$ cat config.mk
export PLATFORM = sky130hd
export DESIGN_NAME = des_round_controller_flat
export DESIGN_NICKNAME = d
export VERILOG_FILES = /design/src/rtl/des_round_controller_if.sv /design/src/rtl/des_round_controller.sv /design/src/flat_wrapper.sv
export SDC_FILE = /design/constraint.sdc
export NUM_CORES = 1
export LEC_CHECK = 0
export CAP_MARGIN = 20
export CORE_AREA = 10 10 47 49
export DETAILED_ROUTE_END_ITERATION = 10
export DIE_AREA = 0 0 57 59
export PLACE_DENSITY = 0.69
export SYNTH_ARGS = -nofsm -noshare
export SYNTH_HDL_FRONTEND = slang
export SYNTH_SLANG_ARGS = --single-unit
$ cat constraint.sdc
create_clock -name clk -period 1.85 [get_ports clk]
set_clock_uncertainty 0.1 [all_clocks]
set_input_delay 0.555 -clock clk [delete_from_list [all_inputs] [get_ports clk]]
set_output_delay 0.555 -clock clk [all_outputs]
set_load 0.02 [all_outputs]
$ cat src/rtl/des_round_controller_if.sv
// ---------------------------------------------------------------------------
// des_round_controller_if
// Handshake and datapath-control bundle between the DES round controller
// and its surroundings (host start/ack side and L/R, C/D datapath side).
//
// Signals
//   start      host requests a new operation
//   decrypt    0 = encrypt, 1 = decrypt, sampled together with start
//   out_ack    consumer has taken the result
//   busy       controller is not idle
//   load_ip    datapath loads IP(block) -> L/R and PC-1(key) -> C/D
//   round_en   datapath commits one Feistel round
//   round_idx  current round number
//   key_shift  C/D rotate amount for the current round
//   key_dir    0 = rotate left, 1 = rotate right
//   fp_latch   datapath latches inverse-IP(R16||L16)
//   done       result valid, held until out_ack
//   pass_idx   TDES key select (K1/K2/K3)
//
// Modports
//   master  host / datapath side (drives start, decrypt, out_ack)
//   slave   controller side (drives all control outputs)
// ---------------------------------------------------------------------------
interface des_round_controller_if;
  logic       start;
  logic       decrypt;
  logic       out_ack;
  logic       busy;
  logic       load_ip;
  logic       round_en;
  logic [3:0] round_idx;
  logic [1:0] key_shift;
  logic       key_dir;
  logic       fp_latch;
  logic       done;
  logic [1:0] pass_idx;

  modport master (
    output start, decrypt, out_ack,
    input  busy, load_ip, round_en, round_idx, key_shift, key_dir,
           fp_latch, done, pass_idx
  );

  modport slave (
    input  start, decrypt, out_ack,
    output busy, load_ip, round_en, round_idx, key_shift, key_dir,
           fp_latch, done, pass_idx
  );
endinterface

$ cat src/rtl/des_round_controller.sv
// ---------------------------------------------------------------------------
// des_round_controller
// Sequences one shared DES round datapath: IP/PC-1 load, NUM_ROUNDS Feistel
// rounds (each ROUND_CYCLES clocks long), then the inverse-IP output latch.
// Also issues the per-round key-schedule rotate commands for encrypt and
// decrypt.
//
// Parameters
//   NUM_ROUNDS    rounds per pass, 1..16 (round_idx is 4 bits)
//   ROUND_CYCLES  clocks per round, >= 1
//
// Ports
//   clk    system clock, rising edge
//   n_rst  asynchronous reset, active low
//   bus    des_round_controller_if.slave (handshake + datapath controls)
//
// Optional feature
//   TDES_EN  when defined, runs three passes per operation (E-D-E for
//            encrypt, D-E-D for decrypt) and drives pass_idx 0,1,2.
//            When undefined, single pass and pass_idx is tied to 0.
//
// state  | meaning
// -------+-------------------------------------------------------------
// IDLE   | waiting for start; mode is captured on acceptance
// LOAD   | load_ip for one cycle
// ROUND  | round window; round_en on the last cycle of each window
// FINAL  | fp_latch for one cycle (TDES: back to LOAD until pass 2)
// DONE   | done held until out_ack
// ---------------------------------------------------------------------------
module des_round_controller #(
  parameter int NUM_ROUNDS   = 16,
  parameter int ROUND_CYCLES = 1
) (
  input  logic                   clk,
  input  logic                   n_rst,
  des_round_controller_if.slave  bus
);

  localparam int             CW         = (ROUND_CYCLES > 1) ? $clog2(ROUND_CYCLES) : 1;
  localparam logic [CW-1:0]  CYC_LAST   = CW'(ROUND_CYCLES - 1);
  localparam logic [3:0]     ROUND_LAST = 4'(NUM_ROUNDS - 1);

  typedef enum logic [2:0] {
    S_IDLE  = 3'd0,
    S_LOAD  = 3'd1,
    S_ROUND = 3'd2,
    S_FINAL = 3'd3,
    S_DONE  = 3'd4
  } state_t;

  state_t         state, state_nxt;
  logic [3:0]     round_cnt, round_nxt;
  logic [CW-1:0]  cyc_cnt, cyc_nxt;
  logic           mode, mode_nxt;

  logic           last_cyc;
  logic           last_round;
  logic           pass_last;
  logic           pass_dir;

  assign last_cyc   = (cyc_cnt == CYC_LAST);
  assign last_round = (round_cnt == ROUND_LAST);

`ifdef TDES_EN
  logic [1:0] pass_cnt, pass_nxt;

  assign pass_last = (pass_cnt == 2'd2);
  // middle pass runs the opposite direction: E-D-E or D-E-D
  assign pass_dir  = mode ^ (pass_cnt == 2'd1);
`else
  assign pass_last = 1'b1;
  assign pass_dir  = mode;
`endif

  // -------------------------------------------------------------------------
  // state register
  // -------------------------------------------------------------------------
  always_ff @(posedge clk or negedge n_rst) begin
    if (!n_rst) begin
      state     <= S_IDLE;
      round_cnt <= '0;
      cyc_cnt   <= '0;
      mode      <= 1'b0;
`ifdef TDES_EN
      pass_cnt  <= 2'd0;
`endif
    end else begin
      state     <= state_nxt;
      round_cnt <= round_nxt;
      cyc_cnt   <= cyc_nxt;
      mode      <= mode_nxt;
`ifdef TDES_EN
      pass_cnt  <= pass_nxt;
`endif
    end
  end

  // -------------------------------------------------------------------------
  // next-state and counter update
  // -------------------------------------------------------------------------
  always_comb begin
    state_nxt = state;
    round_nxt = '0;
    cyc_nxt   = '0;
    mode_nxt  = mode;
`ifdef TDES_EN
    pass_nxt  = pass_cnt;
`endif

    case (state)
      S_IDLE: begin
        if (bus.start) begin
          state_nxt = S_LOAD;
          mode_nxt  = bus.decrypt;
`ifdef TDES_EN
          pass_nxt  = 2'd0;
`endif
        end
      end

      S_LOAD: begin
        state_nxt = S_ROUND;
      end

      S_ROUND: begin
        if (last_cyc) begin
          if (last_round) begin
            state_nxt = S_FINAL;
          end else begin
            round_nxt = round_cnt + 4'd1;
          end
        end else begin
          round_nxt = round_cnt;
          cyc_nxt   = cyc_cnt + CW'(1);
        end
      end

      S_FINAL: begin
        if (pass_last) begin
          state_nxt = S_DONE;
        end else begin
          state_nxt = S_LOAD;
`ifdef TDES_EN
          pass_nxt  = pass_cnt + 2'd1;
`endif
        end
      end

      S_DONE: begin
        // ack has priority over a coincident start; the start is dropped
        if (bus.out_ack) begin
          state_nxt = S_IDLE;
`ifdef TDES_EN
          pass_nxt  = 2'd0;
`endif
        end
      end

      default: begin
        state_nxt = S_IDLE;
      end
    endcase
  end

  // -------------------------------------------------------------------------
  // Moore outputs
  // -------------------------------------------------------------------------
  always_comb begin
    bus.busy      = (state != S_IDLE);
    bus.load_ip   = 1'b0;
    bus.round_en  = 1'b0;
    bus.round_idx = 4'd0;
    bus.key_shift = 2'd0;
    bus.key_dir   = 1'b0;
    bus.fp_latch  = 1'b0;
    bus.done      = 1'b0;
`ifdef TDES_EN
    bus.pass_idx  = pass_cnt;
`else
    bus.pass_idx  = 2'd0;
`endif

    case (state)
      S_LOAD:  bus.load_ip = 1'b1;
      S_ROUND: begin
        bus.round_en  = last_cyc;
        bus.round_idx = round_cnt;
        bus.key_dir   = pass_dir;
        // decrypt round 0 uses K16 = C0/D0 directly, hence no rotate
        if (round_cnt == 4'd0) begin
          bus.key_shift = pass_dir ? 2'd0 : 2'd1;
        end else if (round_cnt == 4'd1 || round_cnt == 4'd8 || round_cnt == 4'd15) begin
          bus.key_shift = 2'd1;
        end else begin
          bus.key_shift = 2'd2;
        end
      end
      S_FINAL: bus.fp_latch = 1'b1;
      S_DONE:  bus.done     = 1'b1;
      default: ;
    endcase
  end

endmodule

$ cat src/flat_wrapper.sv
// flat-port wrapper written by rule: the top's interface ports become plain ports
module des_round_controller_flat 
#(
  parameter int NUM_ROUNDS   = 16,
  parameter int ROUND_CYCLES = 1
)
  (clk, n_rst, bus_start, bus_decrypt, bus_out_ack, bus_busy, bus_load_ip, bus_round_en, bus_round_idx, bus_key_shift, bus_key_dir, bus_fp_latch, bus_done, bus_pass_idx);
  des_round_controller_if bus_i ();
  input  logic clk;
  input  logic n_rst;
  input wire logic [$bits(bus_i.start)-1:0] bus_start;
  input wire logic [$bits(bus_i.decrypt)-1:0] bus_decrypt;
  input wire logic [$bits(bus_i.out_ack)-1:0] bus_out_ack;
  output wire logic [$bits(bus_i.busy)-1:0] bus_busy;
  output wire logic [$bits(bus_i.load_ip)-1:0] bus_load_ip;
  output wire logic [$bits(bus_i.round_en)-1:0] bus_round_en;
  output wire logic [$bits(bus_i.round_idx)-1:0] bus_round_idx;
  output wire logic [$bits(bus_i.key_shift)-1:0] bus_key_shift;
  output wire logic [$bits(bus_i.key_dir)-1:0] bus_key_dir;
  output wire logic [$bits(bus_i.fp_latch)-1:0] bus_fp_latch;
  output wire logic [$bits(bus_i.done)-1:0] bus_done;
  output wire logic [$bits(bus_i.pass_idx)-1:0] bus_pass_idx;
  assign bus_i.start = bus_start;
  assign bus_i.decrypt = bus_decrypt;
  assign bus_i.out_ack = bus_out_ack;
  assign bus_busy = bus_i.busy;
  assign bus_load_ip = bus_i.load_ip;
  assign bus_round_en = bus_i.round_en;
  assign bus_round_idx = bus_i.round_idx;
  assign bus_key_shift = bus_i.key_shift;
  assign bus_key_dir = bus_i.key_dir;
  assign bus_fp_latch = bus_i.fp_latch;
  assign bus_done = bus_i.done;
  assign bus_pass_idx = bus_i.pass_idx;
  des_round_controller #(.NUM_ROUNDS(NUM_ROUNDS), .ROUND_CYCLES(ROUND_CYCLES)) u_core (.clk(clk), .n_rst(n_rst), .bus(bus_i));
endmodule
==> metrics, run 1 <==
Leakage=0.463 nW; CTS tree=yes; final period utilization=115%; Clock power frac=10.0%; status=complete, but fails checks; Fin. Hold Viols=0; ANT nets after route=0; Netlist cell types=28; dpl hpwl=1.06 mm; Syn-to-layout area delta=101%; Seq cells post-synth=8; PnR worst setup slack=-0.285 ns; Power, Total=1.41 mW; violated checks=setup timing; Largest delay share family, worst path=flip-flops; initial core utilization=34.6%; Vias per Instance=4.87; number of global-route vias before repair=560; Chip Width=57 um; vias post-DR=526; # Max-Cap Violations=0; Pwr per Cell Area=1450 nW/um^2; clock-pin slew on the worst setup and hold paths=0.06 ns; Detailed Routing Iterations Pass 1=2; switching pwr=0.578 mW; gpl congestion=0.757; final setup fails=8; logic gate share of total power=68.7%; antenna cells=0; Vert. Die Dim=59 um; DRT Wirelength=1.63 mm; Port Buffers=16; share of the synthesized area in the top cell type=41.3%; final-layout fill cell count=113; WS Path Type=reg -> out; Peak VDD IR=0.979 mV; TritonCTS buffer count=3; Sw Share=40.9%; crit end category=output pin; Avg WL per Cell=15.1 um; Min-Delay Path Class=in -> async; largest net degree at the start of global routing=9; Final Max Tran Viols=0; Final Util=69.6%; Critical Path RT=1.19 ns; Yosys warnings=0; DRC viols=0; max incr delay on CP=0.41 ns; Post-Syn Area per Cell=9.31 um^2; total grt overflow=0; post-layout minimum cycle time=2.14 ns; Cells after Synth=52; Post-DP Area=777 um^2; dpl ws=-0.512 ns; ranking of synthesized cells by area=dfrtp_1, ha_1, and2_1, nor2_1, buf_4; internal power=0.837 mW; register area share after synthesis=41.3%; post-route cell area=975 um^2; achievable frequency=0.468 GHz; Core ar.=1400 um^2; Synth area leader=dfrtp_1; CTS root buf=clkbuf_4; RSZ-0062 raised after global routing=yes; H-tree lvl count=1; clock sink total=8; crit path buf inv count=2; nets@finish=102; CP max-delay cell=dfrtp_1; sequential share of power=21.2%; full die area=3360 um^2; Initial DRC Count=2; antenna violations before repair=0; Worst Setup SP=u_core.round_cnt[0]$_DFF_PN0_; Worst-Skew Late Latency=0.26 ns; CP Data Arrival Time=1.48 ns; clock buffer depth=2; Critical Path, Cell by Cell=inv_1, ha_1, o21ai_2, and3_4, buf_6; worst-path fanout max=3; Startpoint Class=flop; # IOs=19; reg2reg start=u_core.round_cnt[0]$_DFF_PN0_; Rows=14; layout cells sized above 1=65.2%; Mapped Area=484 um^2; total track usage=9.00%; first-pass GRT wire length=2.41 mm
==> state kept, by name, indices dropped and copies added (netlist names) <==
signal / flops
u_core.state: 3
u_core.round_cnt: 4
u_core.mode: 1
==> synth_stat cells, drive strengths merged <==
master and n:
nor2 5, mux2i 1, nor3 2, dfrtp 8, o31ai 1, mux2 1
a21o 1, nor2b 1, xnor2 1, a21oi 3, ha 3, and3b 1
nand3 1, nand2 2, inv 5, nor4b 1, or2 1, o21ai 2
and2 3, or3 1, buf 2, conb 1, and3 2, nor3b 2
or4 1
==> per-stage QoR <==
step                TNS (ns)  instances  hold slack [ns]
finish                 -1.24        108            0.478
global route           -1.87        108            0.496
CTS                    -1.08        105            0.474
detailed placement     -3.15         99            0.462
global placement       -2.91         99            0.449
floorplan            -0.0263         53            0.159
==> power groups by stage <==
stage	Combinational (mW)	Clock [mW]	Sequential, mW
floorplan	0.313	0	0.281
global placement	0.666	0	0.274
detailed placement	0.674	0	0.275
CTS	0.820	0.144	0.283
global route	1.05	0.153	0.307
finish	0.973	0.142	0.301
==> area by class of cell <==
class | instances | area, um^2 | area share [%]
Clock buffer | 3 | 22.5 | 2.31
Inverter | 5 | 21.3 | 2.18
Multi-Input combinational cell | 38 | 357 | 36.6
Sequential cell | 8 | 201 | 20.7
Tap cell | 16 | 20.0 | 2.05
Timing Repair Buffer | 38 | 353 | 36.2
==> cell usage in the layout, fill, tap and decap left out, types with 2 or more instances in the layout <==
cell type	count
dfrtp_1	7
buf_4	18
inv_2	2
nor3b_4	2
ha_1	2
conb_1	2
nor3_1	2
clkdlybuf4s50_1	4
inv_1	2
nor2_4	3
a21oi_2	2
clkbuf_4	3
buf_6	14
and2_4	2
==> path summary, 6_finish.rpt <==
path / endpoint / slack [ns] / depth (start not counted)
hold / removal: u_core.round_cnt[0]$_DFF_PN0_ / 0.48 / 1
setup / recovery: bus_key_shift[1] / -0.29 / 5
max in group asynchronous: u_core.state[1]$_DFFE_PN0P_ / 0.87 / 1
min in group clk: u_core.state[0]$_DFFE_PN0P_ / 0.51 / 2
hold reg to reg: u_core.state[0]$_DFFE_PN0P_ / 0.51 / 2
setup reg to reg: u_core.state[0]$_DFFE_PN0P_ / 0.34 / 6
==> metal layers <==
metal | GRT usage, % | routed length [um]
met1 | 9.18 | 610
met2 | 15.0 | 875
met3 | 3.43 | 114
met4 | 6.04 | 31
met5 | 0 | 0
==> cell families after synthesis <==
logic type                 synth area share, %
other                                    0.774
xor gates and xnor gates                  1.81
adders and majority gates                 7.75
AOI/OAI and AO/OA                         9.04
buffers and inverters                     6.98
and+or+nand+nor                           27.9
muxes                                     4.39
DFF                                       41.3
==> what timing repair did <==
item | CTS | global route
gates cloned | 0 | 0
hold buffers | 0 | 0
pin swaps | 5 | 7
gates resized for setup | 83 | 24
buffers inserted | 3 | 5
setup endpoints to repair | 12 | 12
hold endpoints to repair | 0 | 0
Power figures use the tool's default switching activity.
==> run 2: changes to the inputs <==
- clock period: 1.85 -> 2.5 ns (I/O delays scaled with it)
==> metrics, run 2 (synthesis gave the netlist of run 1 again) <==
number of global-route vias before repair=459 (-18%); Setup TNS Final=0 ns (+1.24 ns); Detailed Routing Iterations Pass 1=4 (+2); clock buffer depth=2 (unchanged); vias post-DR=447 (-15%); Power, Total=0.712 mW (-50%); register name with the most flops=u_core.round_cnt; max reg flops=4 (unchanged); Vias per Instance=4.81 (-1.3%); Stages on worst setup path=5 (unchanged); final-layout fill cell count=142 (+26%); leading cell type in the layout, fill and taps excluded=dlygate4sd2_1; # Max-Cap Violations=0 (unchanged); Chip Width=57 um (unchanged); Fin. Hold Viols=0 (unchanged); Worst Setup SP=u_core.round_cnt[0]$_DFF_PN0_; switching pwr=0.300 mW (-48%); Avg WL per Cell=12.4 um (-18%); hold_ws=0.420 ns (-0.0586 ns); H-tree lvl count=1 (unchanged); reg2reg start=u_core.state[2]$_DFFE_PN0P_; Critical path destination=bus_key_shift[1]; Initial DRC Count=7 (+5); Final Max Tran Viols=0 (unchanged); total track usage=7.51% (-1.5 points); TritonCTS buffer count=3 (unchanged); Core ar.=1400 um^2 (unchanged); Leakage=0.408 nW (-12%); Syn-to-layout area delta=48.8%; internal power=0.411 mW (-51%); crit path buf inv count=1 (-1); Final Util=51.4% (-18 points); Sw Share=42.2% (+1.3 points); final period utilization=95.7%; antenna violations before repair=0 (unchanged); post-route cell area=721 um^2 (-26%); logic gate share of total power=57.2% (-12 points); Port Buffers=16 (unchanged); Post-DP Area=706 um^2 (-9.2%); initial core utilization=34.6% (unchanged); CTS root buf=clkbuf_4; HP Start=u_core.mode$_DFFE_PN0P_; Largest delay share family, worst path=flip-flops; WS Path Type=reg -> out; first-pass GRT wire length=2.05 mm (-15%); PnR worst setup slack=0.108 ns (+0.393 ns); gpl congestion=0.709 (-6.3%); clock-pin slew on the worst setup and hold paths=0.06 ns (about the same); Vert. Die Dim=59 um (unchanged); DRT Wirelength=1.16 mm (-29%); antenna cells=0 (unchanged); # IOs=19 (unchanged); crit end category=output pin; Critical Path, Cell by Cell=ha_1, nor2b_1, o21ai_1, and3_1, clkdlybuf4s15_2; Clock power frac=14.0% (+4.0 points); Rows=14 (unchanged); worst r2r path cells=3 (-3); commonest non-fill, non-tap cells in the layout=dlygate4sd2_1, buf_4, dfrtp_1; max incr delay on CP=0.40 ns (about the same); Pwr per Cell Area=988 nW/um^2 (-32%); postcts setup bufs=0 (-3); final setup fails=0 (-8); Peak VDD IR=0.427 mV (-56%); Regs by FF count=u_core.round_cnt (4), u_core.state (3), u_core.mode (1); dpl hpwl=952 um (-10%); sequential share of power=28.8% (+7.6 points); post-layout minimum cycle time=2.39 ns; CP Data Arrival Time=1.54 ns (+0.06 ns); Startpoint Class=flop; RSZ-0062 raised after global routing=no; dpl ws=-0.0235 ns (+0.488 ns); Reg2Reg Capture Point=u_core.mode$_DFFE_PN0P_; Worst-Skew Late Latency=0.25 ns (about the same); clock sink total=8 (unchanged); CTS tree=yes; nets@finish=87 (-15%); status=finished clean; achievable frequency=0.418 GHz; total grt overflow=0 (unchanged); fin cells=93 (-14%); ANT nets after route=0 (unchanged); FF-to-FF setup slack=1.05 ns (+0.71 ns); placed insts=90 (-9.1%); Critical Path RT=1.65 ns (+0.46 ns); worst-path fanout max=3 (unchanged); Min-Delay Path Class=reg -> reg; full die area=3360 um^2 (unchanged); CP max-delay cell=dfrtp_1; largest net degree at the start of global routing=9 (unchanged); layout cells sized above 1=22.1% (-43 points); DRC viols=0 (unchanged)
-- run 2: area by class of cell --
class	instances	area, um^2	share of cell area [%]
Inverter	5	18.8	2.60
Sequential cell	8	201	28.0
Multi-Input combinational cell	38	254	35.2
Timing Repair Buffer	23	204	28.3
Tap cell	16	20.0	2.78
Clock buffer	3	22.5	3.13
-- run 2: worst reg2reg max path, stage by stage, from the launching register on --
cell	delay, ns
dfrtp_1	0.38
buf_4	0.15
nor4b_1	0.36
mux2_1	0.35
-- run 2: power by group through the flow --
stage / Clock (mW) / Combinational (mW) / Sequential [mW]
final: 0.0994 / 0.407 / 0.205
after global routing: 0.107 / 0.454 / 0.213
after CTS: 0.102 / 0.419 / 0.206
after detailed placement: 0 / 0.447 / 0.206
after global placement: 0 / 0.444 / 0.204
after floorplan: 0 / 0.227 / 0.208
-- run 2: repair_timing --
| action | CTS | global route |
|---|---|---|
| gates cloned | 0 | 0 |
| gates resized for setup | 13 | 5 |
| hold buffers | 0 | 0 |
| endpoints found under the hold margin | 0 | 0 |
| setup endpoints to repair | 10 | 4 |
-- run 2: worst min-delay path by stage --
stage / depth (start not counted) / to / slack (ns)
2_1_floorplan: 0 / u_core.mode$_DFFE_PN0P_ / 0.35
5_1_grt: 1 / u_core.mode$_DFFE_PN0P_ / 0.47
4_1_cts: 1 / u_core.mode$_DFFE_PN0P_ / 0.43
3_5_place_dp: 1 / u_core.mode$_DFFE_PN0P_ / 0.42
3_3_place_gp: 1 / u_core.mode$_DFFE_PN0P_ / 0.42
6_report: 1 / u_core.mode$_DFFE_PN0P_ / 0.42
-- run 2: per-layer routing --
metal	share of wire, %	track usage, %	wire (um)	up-vias
met3	13	5.58	151	2
met2	44	10.9	504	16
li1	-	-	-	224
met1	42	8.17	487	205
met4	1.0	3.02	12	0
met5	0	0	0	-
